[src/rtl/cnn_conv_seq.sv]
// Layer-1 convolution sequencer: streams weights and biases into the PE array, then walks every
// KxK valid window of the pixel memory row-major, issuing tap reads, accumulate strobes and result writes.
module cnn_conv_seq #(
  parameter int IMG_W  = 32,
  parameter int IMG_H  = 32,
  parameter int K      = 3,
  parameter int NFILT  = 8,
  parameter int PE_LAT = 2
) (
  input  logic       clk,
  input  logic       rst,
  input  logic       start,
  input  logic       hold,
  output logic       busy,
  output logic       done,
  output logic       w_rd_en,
  output logic [6:0] w_rd_addr,
  output logic       w_ld,
  output logic [6:0] w_ld_idx,
  output logic       b_rd_en,
  output logic [2:0] b_rd_addr,
  output logic       b_ld,
  output logic [2:0] b_ld_idx,
  output logic       px_rd_en,
  output logic [4:0] px_row,
  output logic [4:0] px_col,
  output logic       acc_en,
  output logic       acc_clr,
  output logic [3:0] tap_idx,
  output logic       res_we,
  output logic [4:0] res_row,
  output logic [4:0] res_col
);

  localparam int OUT_W = IMG_W - K + 1;
  localparam int OUT_H = IMG_H - K + 1;

  localparam logic [6:0] W_LAST    = 7'(NFILT * K * K - 1);
  localparam logic [2:0] B_LAST    = 3'(NFILT - 1);
  localparam logic [3:0] T_LAST    = 4'(K * K - 1);
  localparam logic [4:0] K_LAST    = 5'(K - 1);
  localparam logic [4:0] R_LAST    = 5'(OUT_H - 1);
  localparam logic [4:0] C_LAST    = 5'(OUT_W - 1);
  localparam logic [3:0] WAIT_LAST = 4'(PE_LAT - 1);

  typedef enum logic [2:0] {
    S_IDLE, S_LOAD_W, S_LOAD_B, S_CONV, S_WAIT, S_WRITE, S_DONE
  } state_t;

  state_t     state;
  logic [6:0] w_cnt;
  logic [2:0] b_cnt;
  logic [3:0] t_cnt;
  logic [4:0] tap_r, tap_c;   // t_cnt split into kernel row/column, avoids a divider
  logic [4:0] win_r, win_c;
  logic [3:0] wait_cnt;

  // Read strobes drop in the very cycle hold is high, so a held slot issues nothing.
  assign w_rd_en   = (state == S_LOAD_W) && !hold;
  assign b_rd_en   = (state == S_LOAD_B) && !hold;
  assign px_rd_en  = (state == S_CONV)   && !hold;
  assign w_rd_addr = w_cnt;
  assign b_rd_addr = b_cnt;
  assign px_row    = win_r + tap_r;
  assign px_col    = win_c + tap_c;
  assign res_we    = (state == S_WRITE);
  assign res_row   = win_r;
  assign res_col   = win_c;
  assign busy      = (state != S_IDLE);
  assign done      = (state == S_DONE);

  // NOTE: every register here uses <= so all of them see pre-edge values of each other.
  always_ff @(posedge clk) begin
    if (rst) begin
      state    <= S_IDLE;
      w_cnt    <= '0;
      b_cnt    <= '0;
      t_cnt    <= '0;
      tap_r    <= '0;
      tap_c    <= '0;
      win_r    <= '0;
      win_c    <= '0;
      wait_cnt <= '0;
      w_ld     <= 1'b0;
      w_ld_idx <= '0;
      b_ld     <= 1'b0;
      b_ld_idx <= '0;
      acc_en   <= 1'b0;
      acc_clr  <= 1'b0;
      tap_idx  <= '0;
    end else begin
      // PE-side strobes mirror the reads one cycle later, matching the memory latency.
      w_ld     <= w_rd_en;
      w_ld_idx <= w_rd_addr;
      b_ld     <= b_rd_en;
      b_ld_idx <= b_rd_addr;
      acc_en   <= px_rd_en;
      acc_clr  <= px_rd_en && (t_cnt == '0);
      tap_idx  <= px_rd_en ? t_cnt : '0;

      unique case (state)
        S_IDLE: begin
          if (start) begin
            w_cnt <= '0;
            state <= S_LOAD_W;
          end
        end
        S_LOAD_W: begin
          if (!hold) begin
            if (w_cnt == W_LAST) begin
              w_cnt <= '0;
              b_cnt <= '0;
              state <= S_LOAD_B;
            end else begin
              w_cnt <= w_cnt + 7'd1;
            end
          end
        end
        S_LOAD_B: begin
          if (!hold) begin
            if (b_cnt == B_LAST) begin
              b_cnt <= '0;
              win_r <= '0;
              win_c <= '0;
              t_cnt <= '0;
              tap_r <= '0;
              tap_c <= '0;
              state <= S_CONV;
            end else begin
              b_cnt <= b_cnt + 3'd1;
            end
          end
        end
        S_CONV: begin
          if (!hold) begin
            if (t_cnt == T_LAST) begin
              t_cnt    <= '0;
              tap_r    <= '0;
              tap_c    <= '0;
              wait_cnt <= '0;
              state    <= S_WAIT;
            end else begin
              t_cnt <= t_cnt + 4'd1;
              if (tap_c == K_LAST) begin
                tap_c <= '0;
                tap_r <= tap_r + 5'd1;
              end else begin
                tap_c <= tap_c + 5'd1;
              end
            end
          end
        end
        S_WAIT: begin
          if (wait_cnt == WAIT_LAST) state <= S_WRITE;
          else                       wait_cnt <= wait_cnt + 4'd1;
        end
        S_WRITE: begin
          if (win_c == C_LAST) begin
            win_c <= '0;
            if (win_r == R_LAST) begin
              win_r <= '0;
              state <= S_DONE;
            end else begin
              win_r <= win_r + 5'd1;
              state <= S_CONV;
            end
          end else begin
            win_c <= win_c + 5'd1;
            state <= S_CONV;
          end
        end
        S_DONE:  state <= S_IDLE;
        default: state <= S_IDLE;
      endcase
    end
  end

endmodule

[config.mk]
export PLATFORM = sky130hd
export DESIGN_NAME = cnn_conv_seq
export DESIGN_NICKNAME = d
export VERILOG_FILES = /design/src/rtl/cnn_conv_seq.sv
export SDC_FILE = /design/constraint.sdc
export NUM_CORES = 1
export LEC_CHECK = 0
export ABC_AREA = 1
export CAP_MARGIN = 20
export CELL_PAD_IN_SITES_DETAIL_PLACEMENT = 2
export CELL_PAD_IN_SITES_GLOBAL_PLACEMENT = 2
export CORE_AREA = 2 2 109 111
export CTS_CLUSTER_SIZE = 30
export DETAILED_ROUTE_END_ITERATION = 8
export DIE_AREA = 0 0 111 113
export GPL_TIMING_DRIVEN = 0
export PLACE_DENSITY = 0.79
export SYNTH_ARGS = -nofsm -noshare
export SYNTH_HDL_FRONTEND = slang
export SYNTH_SLANG_ARGS = --single-unit
[constraint.sdc]
create_clock -name clk -period 1.95 [get_ports clk]
set_input_delay 0.195 -clock clk [delete_from_list [all_inputs] [get_ports clk]]
set_output_delay 0.195 -clock clk [all_outputs]
set_load 0.05 [all_outputs]
Yosys cells after proc, flatten, opt, wreduce, memory -nomap -nowiden
Index checks and enable logic that the tools add are counted.

Add/sub/neg operators: 10. Multiply operators: 0. Divide/modulo/power cells: 0. $lt $le $gt $ge: 0. Equal/unequal tests: 24. Shifts and indexed selects: 0. Muxes and demuxes: 44. Bitwise logic cells: 1. Reduce and logical (&&, ||, !) cells: 22.

Operators by type and width (count): $mux 5 (11); $mux 3 (14); $pmux 5 s2 (4); $mux 4 (7); $mux 7 (3); $add 5x1->5 const B (4); $pmux 3 s6 (1); $pmux 4 s2 (2); $reduce_and 4->1 (4); $pmux 7 s2 (1); $eq 3x3->1 const B (4); $ne 2x2->1 const B (6); $add 5x5->5 (2); $eq 5x5->1 const B (2); $reduce_bool 2->1 (5); $add 4x1->4 const B (2); $ne 2x1->1 const B (4); $reduce_and 8->1 (1); $add 7x1->7 const B (1); $eq 7x7->1 const B (1); $eq 3x2->1 const B (2); $pmux 3 s2 (1); $reduce_and 3->1 (2); $eq 5x2->1 const B (1); other kinds (13) (16).

Register bits after elaboration: 59. Latch bits: 0. Memory bits (writable): 0. ROM bits: 0. Input port bits: 4. Output and inout bits: 54. Logic and storage cells: 117. Memories kept: 0.

Longest topological paths before layout
Gate-level depths: netlist of the first run.

Depth after elaboration: 5. Mapped depth: 11. Gate-level depth less buffers: 11.

Worst setup path after synthesis of the first run
Ideal clock, no wire load.

Path kind: reg2out. Start: reg win_c[0], in the netlist res_col[0]. End: out px_col[4]. Arrival: 2.374 ns. Data required time: 1.755 ns. Setup slack: -0.619 ns. Cell stages (with the launch flop): 6. Buffers on the path: 0. Cell sequence: dfxtp_1 ha_1 inv_1 fa_1 o21ai_0 xor2_1.

Cells in the longest elaborated chain, start to end: 1.

RTL lines: start, declared (line 55) `logic [4:0] win_r, win_c;`; start signal, assigned (line 168) `win_c <= win_c + 5'd1;`; $add 5x5->5 (line 65) `assign px_col = win_c + tap_c;`; end, declared (line 26) `output logic [4:0] px_col,`.

No other way between the ends.

Worst setup path after layout of the first run
Start: reg tap_c[0]. End: out px_col[4].

Cells in the longest elaborated chain, start to end: 1.

RTL lines: start, declared (line 54) `logic [4:0] tap_r, tap_c;`; start signal, assigned (line 148) `tap_c <= tap_c + 5'd1;`; $add 5x5->5 (line 65).

No other way between the ends.

==> results.cfg, run 1 <==
[critical_path]
critical_path.reg2reg.startpoint = t_cnt[0]
reg2regPathDepth = 10
critPathMaxStageDelay_ns = 0.39
cp_data_required_time_ns = 1.75
worstSetupPathType = flop to output pin
r2r_setup_slack_ns = 0.16
critical_path.reg2reg.endpoint = state[0]
endpoint_kind = output pin
critical-path-slowest-cell = sky130_fd_sc_hd__fa_2
cp_max_fo = 3
worstPathCellList = ha_4 > inv_2 > fa_2 > o21ai_2 > xor2_2 > buf_6
worstSetupStartpointType = flop
worst-endpoint-arrival_ns = 1.78

[detailed_routing]
drt_pre_antenna_iters = 4
detailed_route_wl_mm = 11.18
route.detailed.vias_per_inst = 4.888
detailedRoute.firstIterationViolations = 77
wl_per_cell_um = 16.97
vias = 3221
drt_drc_violations_left = 0
drtAntennaViolNets = 0

[cells_and_area]
layout.cells.non_filler = 659
insertedDiodeCount = 0
final_core_utilization_pct = 39.27
multiInputGateArea_sq_um = 1933
post_route_cells_drive_above_1_share_pct = 19.57
n_fill_cell = 1288
nNetsFinal = 539
layout.area.seq_sq_um = 1216
flow.area_growth_from_synthesis_pct = 38.20

[grt]
first_global_vias = 3620
grt_pass1_wl_mm = 18.64
grt_start_max_net_pins = 11
global_route.usage.total_pct = 18.85
grt_antenna_before_repair = 0
grt_overflow_total = 0

[place]
globalplace.congestion = 0.7836
port_buffers = 56
half_perimeter_wire_length_after_placement_mm = 8.226
post-place-cells = 637
dp_slack_ns = -0.5042

[power_and_ir_drop]
design_power_total_mw = 4.382
peakVddDrop_uv = 380.6
clock_power_share_pct = 34.0
sw_frac_of_total_pct = 39.50
power_density_nw_per_um2 = 989.8
p_leak_nw = 1.879
internal-power_mw = 2.651
p_sw_mw = 1.731
power.combinational.fraction_pct = 33.5
seq_power_share_pct = 32.5

[hold_path]
worst_hold_path.num_cells = 2
min_path_type = primary input to flop
worst_hold_path.endpoint = w_ld
start_point_of_the_worst_min_delay_path = hold

[synthesis]
yosys_top_cell_by_area = sky130_fd_sc_hd__dfxtp_1
warnings_from_yosys = 0
yosys_register_bits = 59
synth-edff-count = 0
syn_area_sq_um = 3203
synth_top_flop_cell = sky130_fd_sc_hd__dfxtp_1
synth.most_common_cell = sky130_fd_sc_hd__nand2_1
synth_top_area_share_pct = 36.88
seq_area_frac_synth_pct = 36.88
yosys-top-cells-area = sky130_fd_sc_hd__dfxtp_1 (37%), sky130_fd_sc_hd__nand2_1 (11%), sky130_fd_sc_hd__ha_1 (8.6%)
syn_area_per_cell_sq_um = 7.313
synthCells = 438
async_flop_share_pct = 0
number_of_nets_in_the_synthesized_netlist = 466
synth_commonest_cells = sky130_fd_sc_hd__nand2_1 (91), sky130_fd_sc_hd__nor2_1 (61), sky130_fd_sc_hd__dfxtp_1 (59)
post_synth_num_cell_types = 31

[cts]
worstSkewPairLatency_ns = 0.34
clock_tree.htree_level_count = 3
clock_sinks = 59
numCtsBuffers = 9
ctsLongestPathBuffers = 2
cts-root-buf = sky130_fd_sc_hd__clkbuf_16
tritoncts_clock_tree = built
clkSlewWorstSetupHoldPaths_ns = 0.05

[sta]
max_slew.worst_pin.slew_ns = 0.6929
period_minus_slack_ns = 1.979
finalSetupViolations = 1
final_min_period_over_clock_period_pct = 101.5
tns_ns = -0.02926
relSlewSlack_pct = 53.80
slew_violations = 0
final_worst_clock_skew_ns = 0.006164
postLayoutSetupSlackWorst_ns = -0.02926
max_freq_mhz = 505.2
unrepaired_setup_endpoints_after_global_routing = true
final-hold-violation-count = 0

[floorplanning]
top_level_ports = 58
core.rowCount = 39
start_util_pct = 28.42
design.die.area_sq_um = 12540
design.core.area_sq_um = 11270
die_w_um = 111
dieHeight_um = 113

[job]
maxCapViolCount = 0

[run_status]
run_status = finished, violations left
failing_checks = negative setup slack
-- final cells by class --
class	count	area share (%)
Clock inverter	2	0.2261
Inverter	51	4.438
Multi-Input combinational cell	321	43.67
Timing Repair Buffer	62	13.43
Buffer	7	0.7631
Clock buffer	14	5.964
Tap cell	143	4.042
Sequential cell	59	27.47
-- layer usage --
layer / share of wire (%) / up-vias / GRT usage [%]
met5: 0 / - / 0
met2: 51 / 65 / 34.60
met3: 3.9 / 16 / 5.088
met1: 43 / 1585 / 20.94
met4: 2.1 / 0 / 6.917
li1: - / 1555 / -
-- layout by cell type, fill, tap and decap left out, drive strengths merged, types with 3 or more instances in the layout --
cell,n
a21oi,25
buf,17
clkbuf,20
clkdlybuf4s50,38
dfxtp,59
dlygate4sd2,4
ha,22
inv,51
nand2,100
nand3,39
nand4,10
nor2,71
nor3,5
o21ai,18
or2,5
xnor2,3
xor2,12
-- power by group through the flow --
stage	registers (mW)	logic, mW	clock network [mW]
floorplan	1.53	0.903	0
global placement	1.45	1.36	0
detailed placement	1.45	1.43	0
CTS	1.42	1.46	1.52
global route	1.43	1.62	1.58
finish	1.42	1.47	1.49
-- worst max-delay path, delay by kind of cell, from the launching register on --
family / cells / cell delay [ns]
AOI/OAI and AO/OA: 1 / 0.18
buffers and inverters: 2 / 0.21
adders and majority gates: 2 / 0.53
DFF: 1 / 0.37
xor gates and xnor gates: 1 / 0.16
-- logic make-up after synthesis --
family | share of synthesized area [%]
DFF | 36.87
xor gates and xnor gates | 4.102
adders and majority gates | 9.844
buffers and inverters | 7.187
AOI/OAI and AO/OA | 8.789
and+or+nand+nor | 33.20
-- metrics by stage --
step | hold WS [ns] | area [sq um]
after floorplan | 0.4339 | 3269
after global placement | 0.4572 | 4009
after detailed placement | 0.4804 | 4009
after CTS | 0.3441 | 4337
after global routing | 0.3879 | 4427
final | 0.3432 | 4427
-- worst max-delay path by stage --
stage	slack [ns]	startpoint	endpoint	cells after the start
after floorplan	-0.08	res_col[0]	px_col[4]	5
after global placement	-0.46	tap_r[0]	px_row[4]	6
after detailed placement	-0.50	res_col[0]	px_col[4]	6
after CTS	-0.11	res_col[0]	px_col[4]	6
after global routing	-0.1	res_col[0]	px_col[4]	6
final	-0.03	tap_c[0]	px_col[4]	6
-- registers in the layout, indices dropped and copies added (netlist names), 4 cells and up --
name / count
t_cnt: 4
res_col: 5
w_ld_idx: 7
w_rd_addr: 7
tap_r: 5
res_row: 5
wait_cnt: 4
tap_c: 5
tap_idx: 4
-- timing repair --
action                                  CTS  global route
endpoints found under the setup margin   20            23
gates cloned                              0             0
setup buffers                             2             4
hold buffers                              0             0
resized for setup                        87            28
pin swaps                                 4             5
No activity file was read; power rests on OpenSTA's default activity.
==> run 2, diff against run 1 <==
--- a/config.mk
+++ b/config.mk
@@ -15,6 +15,7 @@
 export DIE_AREA = 0 0 111 113
 export GPL_TIMING_DRIVEN = 0
 export PLACE_DENSITY = 0.79
+export REMOVE_ABC_BUFFERS = 1
 export SYNTH_ARGS = -nofsm -noshare
 export SYNTH_HDL_FRONTEND = slang
 export SYNTH_SLANG_ARGS = --single-unit
==> constraint.sdc (replaced) <==
create_clock -name clk -period 1.85 [get_ports clk]
set_input_delay 0.185 -clock clk [delete_from_list [all_inputs] [get_ports clk]]
set_output_delay 0.185 -clock clk [all_outputs]
set_load 0.05 [all_outputs]
==> results.cfg, run 2 (synthesized netlist as in run 1, its figures left out) <==
[floorplanning]
core.rowCount = 39
top_level_ports = 58
design.core.area_sq_um = 11270
dieHeight_um = 113
die_w_um = 111
start_util_pct = 28.42
design.die.area_sq_um = 12540

[critical_path]
critical_path.reg2reg.startpoint = t_cnt[0]
timing.critical_path.buf_inv = 2
worstPathCellList = ha_4 > inv_2 > fa_2 > o21ai_2 > xor2_1 > buf_4
origin_of_the_worst_setup_path = res_col[0]
critical_path.reg2reg.endpoint = state[0]
critPathMaxStageDelay_ns = 0.37
timing.critical_path.max_delay_family = adder cells
cp_data_required_time_ns = 1.66
reg2regPathDepth = 9
worstSetupPathType = flop to output pin
worstSetupStartpointType = flop
cp_max_fo = 2
critical-path-slowest-cell = sky130_fd_sc_hd__dfxtp_4
r2r_setup_slack_ns = 0.09
endpoint_kind = output pin
worst-endpoint-arrival_ns = 1.74

[sta]
slew_violations = 0
max_slew.worst_pin.slew_ns = 0.6197
max_freq_mhz = 518.9
relSlewSlack_pct = 58.68
finalSetupViolations = 2
final_worst_clock_skew_ns = 0.005011
fin_worst_hold_slack_ns = 0.4829
unrepaired_setup_endpoints_after_global_routing = true
final-hold-violation-count = 0
final_min_period_over_clock_period_pct = 104.2
period_minus_slack_ns = 1.927
postLayoutSetupSlackWorst_ns = -0.07730

[cts]
worstSkewPairLatency_ns = 0.33
clock_tree.htree_level_count = 3
clock_sinks = 59
hold_buf_cts = 0
ctsLongestPathBuffers = 2
cts-root-buf = sky130_fd_sc_hd__clkbuf_16
tritoncts_clock_tree = built
numCtsBuffers = 9
clkSlewWorstSetupHoldPaths_ns = 0.06

[grt]
grt_pass1_wl_mm = 17.09
grt_antenna_before_repair = 0
grt_start_max_net_pins = 23
grt_overflow_total = 0
global_route.usage.total_pct = 16.93
first_global_vias = 3394

[cells_and_area]
layout_commonest_cell = sky130_fd_sc_hd__nand2_1
multiInputGateArea_sq_um = 1934
n_fill_cell = 1299
nNetsFinal = 536
final_core_utilization_pct = 39.89
insertedDiodeCount = 0
flow.area_growth_from_synthesis_pct = 40.39
layout.cells.most_common_list = sky130_fd_sc_hd__nand2_1 (88), sky130_fd_sc_hd__nor2_1 (56), sky130_fd_sc_hd__inv_1 (47), sky130_fd_sc_hd__dfxtp_1 (42), sky130_fd_sc_hd__clkdlybuf4s50_1 (36)
post_route_cells_drive_above_1_share_pct = 21.44
layout.area.seq_sq_um = 1220

[detailed_routing]
detailed_route_wl_mm = 10.70
drt_drc_violations_left = 0
drt_pre_antenna_iters = 4
drtAntennaViolNets = 0
vias = 3165
wl_per_cell_um = 16.31
detailedRoute.firstIterationViolations = 54
route.detailed.vias_per_inst = 4.825

[power_and_ir_drop]
power_density_nw_per_um2 = 1080
internal-power_mw = 2.990
peakVddDrop_uv = 489.0
power.combinational.fraction_pct = 32.0
p_leak_nw = 1.932
p_sw_mw = 1.865
clock_power_share_pct = 37.2
seq_power_share_pct = 30.8
design_power_total_mw = 4.855
sw_frac_of_total_pct = 38.42

[place]
globalplace.congestion = 0.7655
half_perimeter_wire_length_after_placement_mm = 7.555
port_buffers = 57

[hold_path]
min_path_type = flop to flop
worst_hold_path.endpoint = b_ld_idx[1]
worst_hold_path.num_cells = 2
start_point_of_the_worst_min_delay_path = b_rd_addr[1]

[job]
maxCapViolCount = 0

[run_status]
failing_checks = negative setup slack
run_status = finished, violations left
==> run 2: area by class of cell <==
class / instances / share of cell area (%)
clock inverter: 7 / 2.059
timing repair buffer: 66 / 14.36
sequential: 59 / 27.13
multi-input combinational: 321 / 43.02
tap: 143 / 3.979
inverter: 51 / 4.452
clock buffer: 9 / 5.008
==> run 2: metal layers <==
metal	vias up	share of wire, %	GRT usage (%)	wire [um]
met3	12	3.7	3.267	393
li1	1552	-	-	-
met1	1549	43	19.43	4574
met5	-	0	0	0
met4	0	1.4	5.750	150
met2	52	52	31.53	5579
==> run 2: worst max-delay path by stage <==
stage,end,slack [ns],depth (start not counted)
floorplan,px_col[4],-0.71,5
global placement,t_cnt[0],-1.11,5
detailed placement,t_cnt[0],-0.72,6
CTS,px_col[4],-0.12,6
global route,px_col[4],-0.13,6
finish,px_col[4],-0.08,6
==> run 2: through the flow <==
| step | worst slack, ns | cell area [sq um] | setup TNS, ns | instances |
|---|---|---|---|---|
| floorplan | -0.7090 | 3169 | -3.102 | 431 |
| global route | -0.1311 | 4497 | -0.4268 | 656 |
| detailed placement | -0.7203 | 3946 | -18.64 | 632 |
| CTS | -0.1238 | 4339 | -0.2159 | 651 |
| global placement | -1.108 | 3919 | -33.30 | 631 |
| finish | -0.07730 | 4497 | -0.1312 | 656 |
==> run 2: power groups by stage <==
stage | clock network (mW) | registers [mW] | logic [mW]
global route | 1.90 | 1.51 | 1.71
global placement | 0 | 1.52 | 1.42
finish | 1.81 | 1.49 | 1.55
CTS | 1.83 | 1.50 | 1.52
detailed placement | 0 | 1.53 | 1.48
floorplan | 0 | 1.61 | 0.931
==> run 2: repair_timing <==
action / in CTS / in global routing
endpoints found under the setup margin: 52 / 38
resized for setup: 106 / 35
pin swaps: 5 / 3
buffers inserted: 3 / 5
==> run 2: worst min-delay path: cells and delay by family (launching register included) <==
kind,cells,cell delay (ns)
buffers and inverters,1,0.06
flip-flops,1,0.33
AND/OR/NAND/NOR,1,0.05
==> edit 1 (settings of run 1) <==
Register the input `start` before use, without a reset. The logic sees it one clock later. The other inputs are not delayed to match.
--- a/src/rtl/cnn_conv_seq.sv
+++ b/src/rtl/cnn_conv_seq.sv
@@ -47,4 +47,10 @@
     S_IDLE, S_LOAD_W, S_LOAD_B, S_CONV, S_WAIT, S_WRITE, S_DONE
   } state_t;
+
+  logic start_q;
+
+  always_ff @(posedge clk) begin
+    start_q <= start;
+  end
 
   state_t     state;
@@ -101,5 +107,5 @@
       unique case (state)
         S_IDLE: begin
-          if (start) begin
+          if (start_q) begin
             w_cnt <= '0;
             state <= S_LOAD_W;
Function: changed (a bounded check fails within 4 cycles, from zero or initial values and one cycle with rst high).
==> edit 1 against run 1 <==
The run still ends with negative setup slack left. Combinational power fell by 5%. Area after synthesis fell by 0.20%. Worst setup slack got worse by 27 ps. Hold slack got worse by 98 ps. First-iteration DRC count fell by 22%. Non-clock buffer count did not move. Cell area fell by 0.57%. Utilization fell by 0.22 points. Cell count fell by 1.7%. Maximum frequency fell by 1.3%. Sequential cell count rose by 1. Routed wire length fell by 7.6%. Power fell by 1.1%.
==> edit 1: results (changes against run 1) <==
| Metric | Value |
|---|---|
| Post-DP Area | 0.00400 mm^2 (-0.31%) |
| Failing checks | negative setup slack |
| Met3 Resource Use GR | 4.82% (-0.27 points) |
| Layout Skew | 9.25 ps (+3.09 ps) |
| CTS H-Tree Depth | 3 (unchanged) |
| DR WL met2 | 5.37 mm (-6.6%) |
| Seq/Total Area, Yosys | 37.6% (+0.70 points) |
| Avg Cell Area, Syn | 7.50 um^2 (+2.6%) |
| Met1 Use GR | 19.4% (-1.5 points) |
| Pleak | 1.81 nW (-3.4%) |
| First-pass GRT wire length | 17.1 mm (-8.0%) |
| Peak VDD IR | 0.476 mV (+25%) |
| Switching share of power | 39.7% (+0.20 points) |
| Seq. pwr | 1.43 mW |
| Synth top area cells | dfxtp_1, nand2_1, ha_1, nor2_1, inv_1 |
| Port Buffers | 55 (-1.8%) |
| M2 GR Usage | 31.4% (-3.2 points) |
| Final worst slack | -55.9 ps (-26.6 ps) |
| Design Power | 4.33 mW (-1.1%) |
| Routed WL | 10.3 mm (-7.6%) |
| Crit path from | tap_c[0] |
| Pre-CTS WS | -591 ps (-86.6 ps) |
| DR vias | 3069 (-4.7%) |
| Hold Crit Start | hold |
| Worst hold path class | in2reg |
| Post-Syn Nets | 454 (-2.6%) |
| Final #Nets | 528 (-2.0%) |
| Share of layout cells above drive strength 1 | 23.0% (+3.4 points) |
| Num CTS Buffers | 9 (unchanged) |
| Initial DRC Count | 60 (-22%) |
| CTS Buffer Depth | 2 (unchanged) |
| Met3 wire length | 371 um (-16%) |
| GPL Wtd Cong | 0.782 (-0.18%) |
| Final setup fails | 1 (unchanged) |
| DP HPWL | 7.60 mm (-7.6%) |
| Clock Latency Late Sink | 330 ps |
| Gr usage total | 17.1% (-1.7 points) |
| Highest Signal Layer | met4 |
| Vias in the first global route | 3480 (-3.9%) |
| Count of cell types in the netlist | 37 (+19%) |
| Inst Count DP | 624 (-2.0%) |
| R2R Path Start | b_rd_addr[0] |
| Outcome | finished with violations |
| Rel. slew slack | 61.3% (+7.5 points) |
| Largest net degree at the start of global routing | 13 (+2) |
| Finished Layout Cells | 648 (-1.7%) |
| Root Driver | clkbuf_16 |
| Wl on met1 | 4.44 mm (-6.7%) |
| Fill cells | 1304 (+1.2%) |
| CP Max Fanout | 4 (+1) |
| Setup TNS | -55.9 ps (-26.6 ps) |
| Post-synth top cells | nand2_1, dfxtp_1, nor2_1, inv_1, a21oi_1 |
edit 1: changes by cell type after synthesis, sizes merged, moves of 2 or more:
cell	before	now
nand3	39	29
nand2	100	92
o22ai	2	0
buf	1	5
nor3	5	9
clkbuf	6	1
a21oi	25	30
o21ai	18	15
edit 1: kinds of logic (layout without fill, tap and decap cells):
| family | count (synthesis) | in the layout | share of synthesized area [%] |
|---|---|---|---|
| and+or+nand+nor | 218 | 218 | 32.4 |
| DFF | 60 | 60 | 37.6 |
| buffers and inverters | 58 | 137 | 7.20 |
| AOI/OAI and AO/OA | 50 | 50 | 8.61 |
| adders and majority gates | 24 | 24 | 9.86 |
| xor gates and xnor gates | 16 | 16 | 4.38 |
edit 1: repair_timing:
| item | CTS | global route |
|---|---|---|
| hold buffers | 0 | 0 |
| pin swaps | 5 | 4 |
| setup buffers | 1 | 7 |
| endpoints found under the setup margin | 17 | 16 |
| gates resized for setup | 85 | 25 |
edit 1: worst paths after layout:
check / cells past startpoint / end / slack, ps
setup reg to reg: 8 / tap_r[0] / 190
hold reg to reg: 2 / b_ld_idx[1] / 480
hold / removal: 2 / b_ld / 240
setup / recovery: 6 / px_col[4] / -60
edit 1: cell type report:
cell class	instances	area, um^2	share of cell area (%)
Clock inverter	6	45.0	1.02
Tap cell	143	179	4.06
Multi-Input combinational cell	308	1890	43.0
Timing Repair Buffer	63	584	13.3
Inverter	52	196	4.46
Buffer	6	33.8	0.767
Clock buffer	10	239	5.43
Sequential cell	60	1230	28.0
edit 1: critical path: stages, from the launching register on:
cell and delay [ps]:
dfxtp_4 380, ha_4 140, inv_2 40, fa_2 390, o21ai_2 190, xor2_2 160
buf_6 170
==> edit 2 (settings of run 1) <==
Without the edit above. Set the parameter `IMG_W` to 16 (it was 32).
--- a/src/rtl/cnn_conv_seq.sv
+++ b/src/rtl/cnn_conv_seq.sv
@@ -2,5 +2,5 @@
 // KxK valid window of the pixel memory row-major, issuing tap reads, accumulate strobes and result writes.
 module cnn_conv_seq #(
-  parameter int IMG_W  = 32,
+  parameter int IMG_W  = 16,
   parameter int IMG_H  = 32,
   parameter int K      = 3,
Formal check against the unedited RTL: no difference found for any inputs over 10 cycles, from zero or initial values and one cycle with rst high; that may be too few to reach the edited logic, so the function may still have changed.
==> edit 2 against run 1 <==
Power increased by 5.6%. Routed wire length decreased by 2.2%. First-iteration DRC count decreased by 16%. Cell area increased by 1.0%. Sequential cell count unchanged. Area after synthesis increased by 1.3%. Worst setup slack improved by 43 ps.
==> edit 2: results (changes against run 1) <==
| Metric | Value |
|---|---|
| Count of cell types in the netlist | 39 (+26%) |
| Setup TNS | 0 ps (+29.3 ps) |
| Clock power frac | 33.8% (-0.2 points) |
| Finished Layout Cells | 656 (-0.46%) |
| GPL Wtd Cong | 0.778 (-0.74%) |
| Post-Syn Nets | 463 (-0.64%) |
| Area share of xor/xnor cells in the synthesized design | 3.51% (-0.59 points) |
| DR vias | 3216 (-0.16%) |
| Gr usage total | 17.6% (-1.2 points) |
| Syn Inst Count | 435 (-0.68%) |
| Design Power | 4.63 mW (+5.6%) |
| Synth top area cells | dfxtp_1, nand2_1, ha_1, nor2_1, nand3_1 |
| Sw power | 1.87 mW (+7.8%) |
| Outcome | finished clean |
| Post-Synth Adder-Cell Area | 9.72% (-0.13 points) |
| #MultiIn Comb | 319 (-0.62%) |
| Met3 wire length | 334 um (-24%) |
| Signal buffers | 70 (+1.4%) |
| Share of layout cells above drive strength 1 | 22.6% (+3.0 points) |
| Post-DP Area | 0.00405 mm^2 (+1.1%) |
| Fmax achieved | 517 MHz (+2.2%) |
| M2 GR Usage | 33.5% (-1.1 points) |
| Initial DRC Count | 65 (-16%) |
| Layout Skew | 7.30 ps (+1.14 ps) |
| Post-layout instance area | 0.00447 mm^2 (+1.0%) |
| P_comb | 1.61 mW (+9.5%) |
| FF-to-FF setup slack | 220 ps (+60 ps) |
| Wl on met1 | 4.68 mm (-1.7%) |
| Vias in the first global route | 3505 (-3.2%) |
| Met1 Use GR | 20.2% (-0.70 points) |
| Signal buf overhead | 14.2% (+0.021 points) |
| Fill cells | 1294 (+0.47%) |
| CP Max Fanout | 2 (-1) |
| Inverters | 49 (-3.9%) |
| Avg WL per Cell | 16.7 um (-1.8%) |
| Synth Area in Compound Gates | 10.1% (+1.3 points) |
| Worst Reg-to-Reg Cells | 9 (-1) |
| Rel. slew slack | 51.7% (-2.1 points) |
| DP HPWL | 8.04 mm (-2.2%) |
| Inst Count DP | 634 (-0.47%) |
| DR WL met2 | 5.77 mm (+0.45%) |
| Critical Path AT | 1740 ps (-40 ps) |
| # clk buffers | 11 (-3) |
| Clock Network Area Fraction | 6.69% (+0.50 points) |
| Met3 Resource Use GR | 2.73% (-2.4 points) |
| Crit-path max cell delay | 370 ps (-20 ps) |
| Largest net degree at the start of global routing | 12 (+1) |
| Peak VDD IR | 0.561 mV (+47%) |
edit 2: cell count changes after synthesis, sizes merged, moves of 2 or more:
| cell | change |
|---|---|
| clkbuf | -4 |
| inv | -3 |
| o21ai | +4 |
| or2 | -2 |
| a21oi | +3 |
| xor2 | -2 |
| nor3 | +2 |
| buf | +5 |
| nand2 | -8 |
edit 2: timing repair:
| action | in CTS | in global routing |
|---|---|---|
| gates resized for setup | 86 | 26 |
| setup buffers | 2 | 4 |
| gates cloned | 0 | 0 |
| pin swaps | 4 | 6 |
| endpoints found under the setup margin | 16 | 11 |
edit 2: worst min path at each step:
stage	slack, ps	endpoint	from
2_1_floorplan	390	t_cnt[0]	rst
3_3_place_gp	460	b_ld_idx[2]	b_rd_addr[2]
3_5_place_dp	480	b_ld_idx[1]	b_rd_addr[1]
4_1_cts	250	w_ld	hold
5_1_grt	300	b_ld	hold
6_report	280	b_ld	hold
